===== src/rtl/dst_stream_out.sv =====
// Output stream packer: reads len+1 buffer words and streams them out through a 2-entry skid FIFO.
// Optional DST_RELU_EN clamps negative words to zero on FIFO push.
module dst_stream_out #(
    parameter int DW = 32,
    parameter int AW = 12
) (
    input  logic          clk,
    input  logic          rst,
    input  logic          start,
    input  logic [AW-1:0] len,
    output logic          busy,
    output logic          done,
    output logic          mem_re,
    output logic [AW-1:0] mem_a,
    input  logic [DW-1:0] mem_d,
    output logic          m_valid,
    input  logic          m_ready,
    output logic [DW-1:0] m_data,
    output logic          m_last
);

    typedef enum logic [1:0] {IDLE, RUN, DRAIN} state_t;

    state_t        state_q, state_d;
    logic [AW-1:0] len_q, rd_a_q;
    logic          out_q, tag_q, done_q;
    logic [DW:0]   ent_q [2];
    logic          wp_q, rp_q;
    logic [1:0]    cnt_q;

    logic [DW-1:0] din;
    logic [DW:0]   head;
    logic [2:0]    occ;
    logic          pop, push, fpop, issue, last_issue;

`ifdef DST_RELU_EN
    assign din = mem_d[DW-1] ? '0 : mem_d;
`else
    assign din = mem_d;
`endif

    // Returning read data falls through to the head when the FIFO is empty
    always_comb begin
        head       = (cnt_q != 2'd0) ? ent_q[rp_q] : {tag_q, din};
        pop        = m_valid & m_ready;
        push       = out_q & ~(pop & (cnt_q == 2'd0));
        fpop       = pop & (cnt_q != 2'd0);
        occ        = {1'b0, cnt_q} + {2'b00, out_q} - {2'b00, pop};
        issue      = (state_q == RUN) && (occ < 3'd2);
        last_issue = issue && (rd_a_q == len_q);
    end

    always_ff @(posedge clk or posedge rst) begin
        if (rst) state_q <= IDLE;
        else     state_q <= state_d;
    end

    always_comb begin
        state_d = state_q;
        unique case (state_q)
            IDLE:    if (start) state_d = RUN;
            RUN:     if (last_issue) state_d = DRAIN;
            DRAIN:   if (pop && head[DW]) state_d = IDLE;
            default: state_d = IDLE;
        endcase
    end

    always_comb begin
        busy    = (state_q != IDLE);
        done    = done_q;
        mem_re  = issue;
        mem_a   = issue ? rd_a_q : '0;
        m_valid = (cnt_q != 2'd0) | out_q;
        m_data  = m_valid ? head[DW-1:0] : '0;
        m_last  = m_valid & head[DW];
    end

    always_ff @(posedge clk or posedge rst) begin
        if (rst) begin
            len_q    <= '0;
            rd_a_q   <= '0;
            out_q    <= 1'b0;
            tag_q    <= 1'b0;
            done_q   <= 1'b0;
            ent_q[0] <= '0;
            ent_q[1] <= '0;
            wp_q     <= 1'b0;
            rp_q     <= 1'b0;
            cnt_q    <= 2'd0;
        end else begin
            if (state_q == IDLE && start) begin
                len_q  <= len;
                rd_a_q <= '0;
            end else if (issue && !last_issue) begin
                rd_a_q <= rd_a_q + AW'(1);
            end
            out_q  <= issue;
            tag_q  <= last_issue;
            done_q <= (state_q == DRAIN) && pop && head[DW];
            if (push) begin
                ent_q[wp_q] <= {tag_q, din};
                wp_q        <= ~wp_q;
            end
            if (fpop) rp_q <= ~rp_q;
            cnt_q <= cnt_q + {1'b0, push} - {1'b0, fpop};
        end
    end

endmodule


===== config.mk =====
export PLATFORM = sky130hd
export DESIGN_NAME = dst_stream_out
export DESIGN_NICKNAME = d
export VERILOG_FILES = /design/src/rtl/dst_stream_out.sv
export SDC_FILE = /design/constraint.sdc
export NUM_CORES = 1
export LEC_CHECK = 0
export BUFFER_PORTS_ARGS = -buffer_cell sky130_fd_sc_hd__buf_4
export CELL_PAD_IN_SITES_DETAIL_PLACEMENT = 1
export CELL_PAD_IN_SITES_GLOBAL_PLACEMENT = 2
export CORE_ASPECT_RATIO = 1.2
export CORE_MARGIN = 2
export CORE_UTILIZATION = 32
export CTS_CLUSTER_SIZE = 8
export DETAILED_ROUTE_END_ITERATION = 12
export PLACE_DENSITY = 0.75
export SLEW_MARGIN = 20
export SYNTH_ARGS = -nofsm -noshare
export SYNTH_HDL_FRONTEND = slang
export SYNTH_SLANG_ARGS = --single-unit

===== constraint.sdc =====
create_clock -name clk -period 2.55 [get_ports clk]
set_clock_uncertainty 0.05 [all_clocks]
set_input_delay 0 -clock clk [delete_from_list [all_inputs] [get_ports clk]]
set_output_delay 0 -clock clk [all_outputs]
set_load 0.005 [all_outputs]

# == Yosys cells after proc, flatten, opt, wreduce, memory -nomap -nowiden ==
# Cells that the tools add are included.
# W data, S select, Z words.
# classes
addsub,5
order_cmp,4
n_eq_ne,6
n_mux,15
bitwise_logic,11
n_reduce_logical,15
# op_table
cell,n
$mux W33,5
$bwmux W66,1
$mux W12,3
$demux W33 S1,1
$mux W32,1
$add A12 B1 Y12 const B,1
$eq A12 B12 Y1,1
$logic_and A1 B1 Y1,8
$mux W2,3
$ne A2 B2 Y1 const B,3
$pmux W2 S3,1
$reduce_bool A2 Y1,3
$and A1 B1 Y1,5
$ge A2 B2 Y1 const B,2
$logic_not A2 Y1,2
$not A1 Y2,2
$add A2 B1 Y3,1
$lt A3 B2 Y1 const B,1
$not A1 Y1,3
$reduce_and A3 Y1,1
$sub A3 B1 Y3,1
$add A2 B1 Y2,1
$eq A2 B1 Y1 const B,1
$eq A2 B2 Y1 const B,1
other kinds (4),4
# word_totals
regBits,99
input_bits,48
wordCells,67

# == Depth between registers and ports, before layout ==
# logic_depth
ltp_word,11
ltp_mapped,11
depth_no_buf,9

# == Worst setup path after synthesis ==
# OpenSTA, ideal clock, no wires.
# synth_path
path_kind,register to register
startpoint,reg out_q
endpoint,reg rd_a_q[10]
arrival_ps,2670
t_required_ps,2422
slack_ps,-248
stages_incl_launch_ff,10
n_path_buf,1
synth_period_minus_slack_ps,2798
cell_sequence,dfrtp_1 -> clkbuf_1 -> or3_1 -> and3b_1 -> fa_1 -> and3b_1 -> and3_1 -> nand3_1 -> or4_1 -> a21oi_1
# synth_via
elab_chain_cells,9
word_cells_on_any_way,10
# synth_rtl
element,line_no,text
from (decl),26,"logic out_q, tag_q, done_q;"
from (signal assigned),97,out_q <= issue;
$or A1 B1 Y1 (*),73,m_valid = (cnt_q != 2'd0) | out_q;
net m_valid,16,"output logic m_valid,"
$and A1 B1 Y1 (*),45,pop = m_valid & m_ready;
$sub A3 B1 Y3 (*),48,"occ = {1'b0, cnt_q} + {2'b00, out_q} - {2'b00, pop};"
$lt A3 B2 Y1 (*),49,issue = (state_q == RUN) && (occ < 3'd2);
$logic_and A1 B1 Y1 (*),49,
$logic_and A1 B1 Y1,50,last_issue = issue && (rd_a_q == len_q);
$logic_not A1 Y1,94,end else if (issue && !last_issue) begin
$logic_and A1 B1 Y1 (*),94,
$reduce_bool A2 Y1 (no source line) (*),n/a,
to (signal assigned),95,rd_a_q <= rd_a_q + AW'(1);
to (decl),25,"logic [AW-1:0] len_q, rd_a_q;"
# Mark *: on every way through the listed nets, which the timed path passes. The rest lies on a longest branch.
# A chain may end at the register's enable or synchronous reset.

# == Worst setup path after layout ==
# layout_path
startpoint,reg cnt_q[1]
endpoint,reg rd_a_q[6]
# layout_via
elab_chain_cells,10
word_cells_on_any_way,11
# layout_rtl
element,line_no,text
from (decl),29,logic [1:0] cnt_q;
from (signal assigned),105,"cnt_q <= cnt_q + {1'b0, push} - {1'b0, fpop};"
$reduce_bool A2 Y1,73,
$or A1 B1 Y1,73,
$and A1 B1 Y1,45,
$sub A3 B1 Y3 (*),48,
$lt A3 B2 Y1 (*),49,
$logic_and A1 B1 Y1 (*),49,
$logic_and A1 B1 Y1,50,
$logic_not A1 Y1,94,
$logic_and A1 B1 Y1 (*),94,
$reduce_bool A2 Y1 (no source line) (*),n/a,
# Mark *: on every way between the ends. The rest lies on a longest branch, timed or not.

==> results.toml <==
[synth]
synth_top_area_share_pct = 50.8
seq_area_frac_synth_pct = 50.8
synth-warning-count = 0
synth_nets = 492
ys_seq_elements = 99
synthFlopType = "dfrtp_1"
synthMuxAreaShare_pct = 22.4
synthArstFlopShare_pct = 100
synth_compound_area_share_pct = 6.25
synthSimpleGateAreaFrac_pct = 13.0
synth-edff-count = 0
syn_area_sq_um = 4880
ys_types = 35
ys_top_cells_by_area = "dfrtp_1 (51%), mux2_2 (15%), mux2i_1 (7.2%)"
yosysTopAreaCell = "dfrtp_1"
synth_top_family_by_area = "multiplexers"
synth_cells = 440
yosysMostFrequentCell = "dfrtp_1"
synthXorXnorAreaFrac_pct = 3.23
synth-adder-area-share_pct = 1.18
ys_top_cells_by_count = "dfrtp_1 (99), mux2_2 (66), nand2_1 (48)"
synth.avg_cell_area_sq_um = 11.1

[sta]
max_freq_mhz = 370
holdWs_ps = 48.2
setup_ws_ps = -152
worstMarginPinSlew_ps = 771
relSlewSlack_pct = 48.6
finalSetupViolCount = 20
timing.final.max_slew_violations = 0
finalHoldViolCount = 0
rsz0062_at_grt = "true"
fin_crit_sh_pct = 106
fin_crit_ps = 2700

[cells_and_area]
nFillCells = 1639
multiInputGateArea_sq_um = 2360
area_growth_pct = 40.6
fin_cells = 800
final-seq-area_sq_um = 2480
layout-drive-gt1-share_pct = 38.3
diodes = 0
nets = 643

[placed_design]
dp.cells = 732
gp_congestion = 0.765
port_buffers = 96
dp_hpwl_um = 8560

[min_path]
hold_class = "in2reg"
hold_end = "rp_q"
hold_start = "m_ready"
whs_path_depth = 3

[critical_path]
cp.required_ps = 2760
arrival_ps = 2920
worstSetupStartpointType = "register"
end_kind = "register"
r2r_cells = 9
crit_fanout = 4
reg2reg_from = "cnt_q[1]"
rrSetupSlack_ps = -150
worstSetupPathType = "reg2reg"
r2r-end = "rd_a_q[6]"

[grt]
antenna_found_initial = 0
grt.total_usage_pct = 16.4
grt_first_pass_wirelength_um = 21000
grt_max_degree = 54
grt_pass1_vias = 4226
grt_overflow = 0

[drt]
vias = 3928
routed_wl_um = 12900
antenna_left = 0
routed_via_density = 4.91
firstDrtPassIters = 4
wl_per_cell_um = 16.2
first_iter_violations = 129
drc = 0

[floorplan]
coreArea_sq_um = 15000
initial_utilization_pct = 32.6
die_height_um = 139
die_w_um = 117
row_count = 49
floorplan.die_area_sq_um = 16300
io_pins = 97

[run_status]
violations = "negative setup slack"
status = "finished, violations left"

[pwr]
vdd_drop_max_mv = 0.431
p_int_mw = 5.34
swShare_pct = 34.8
power.leakage_nw = 3.15
total_power_mw = 8.20
powerDensity_nw_per_um2 = 1200
seqPwrFrac_pct = 33.1
p_sw_mw = 2.86
power_frac_comb_pct = 49.0
p_clk_share_pct = 17.9

[clock_network]
clock_path_buffers = 2
path_clk_slew_ps = 70
htreeDepth = 3
clk_latency_ps = 340
clock-sinks = 99
cts_made_buffers = 9
cts-root-buf = "clkbuf_16"
tritoncts = "yes"

[run]
maxCapViolCount = 0
## cell type report
cell class | instances | area share [%]
clock buffer | 11 | 3.39
clock inverter | 5 | 1.24
inverter | 5 | 0.328
multi-input combinational | 306 | 34.5
sequential | 99 | 36.1
tap | 204 | 3.72
timing repair buffer | 170 | 20.7
## metal layers
metal  up-vias  GRT usage (%)  share of wire, %
li1       1864              -                 -
met1      1976           20.3                44
met2        74           28.7                51
met3        14           2.13               2.9
met4         0           5.94               1.7
met5         -              0                 0
## registers in the layout, indices dropped and copies added, names as in the netlist
signal,count
out_q,1
cnt_q,2
state_q,2
rd_a_q,12
tag_q,1
ent_q,66
rp_q,1
done,1
wp_q,1
len_q,12
## cells in the final DEF, fill, tap and decap left out, types with 5 or more instances in the layout
cell and n:
nand3_1 36, dfrtp_1 98, buf_4 119, nand2_1 47, dlygate4sd3_1 46, clkbuf_16 9, mux2_2 66, a21oi_1 7
and3_1 10, o31ai_1 6, o21ai_0 36, mux2i_1 35, and3_4 5, xor2_1 14
## how the worst max path moves through the flow
stage          startpoint    endpoint  slack [ps]  depth (start not counted)
3_5_place_dp        out_q  rd_a_q[10]        -180                          8
5_1_grt          cnt_q[1]   rd_a_q[6]        -280                          9
2_1_floorplan       out_q  rd_a_q[10]        -190                          9
4_1_cts          cnt_q[1]   rd_a_q[6]        -140                          9
6_report         cnt_q[1]   rd_a_q[6]        -150                          9
3_3_place_gp        out_q  rd_a_q[10]        -100                          8
## timing repair
action                     CTS  global route
setup endpoints to repair   14            26
hold endpoints to repair   176             0
hold buffers                46             0
setup buffers                3             4
pin swaps                    4             3
resized for setup            7            13
## critical path, stage by stage, from the launching register on
cell and delay, ps:
dfrtp_1 390, or3_4 400, and3b_1 180, fa_2 510, and3b_2 210, and3_4 210
nand3_4 90, buf_6 140, or3_4 320, a21oi_2 120
## through the flow
stage / setup slack (ps) / utilization (%) / TNS, ps / instance area (sq um)
floorplan: -187 / - / -593 / 4930
global placement: -99.6 / 39.8 / -238 / 5950
detailed placement: -178 / 39.8 / -758 / 5950
CTS: -143 / 45.2 / -556 / 6770
global route: -277 / 45.9 / -3730 / 6860
finish: -152 / 45.9 / -1400 / 6860
## power by group through the flow
stage	sequential [mW]	combinational, mW	clock (mW)
after floorplan	2.58	2.27	0
after global placement	2.69	3.63	0
after detailed placement	2.75	3.72	0
after CTS	2.72	3.89	1.51
after global routing	2.81	4.43	1.59
final	2.72	4.02	1.47
## kinds of logic after synthesis
kind of cell,count (synthesis)
buffers and inverters,35
DFF,99
AOI/OAI and AO/OA,55
xor gates and xnor gates,18
muxes,101
and+or+nand+nor,128
adders and majority gates,4
Note: power is estimated with default switching activity, not from simulation.
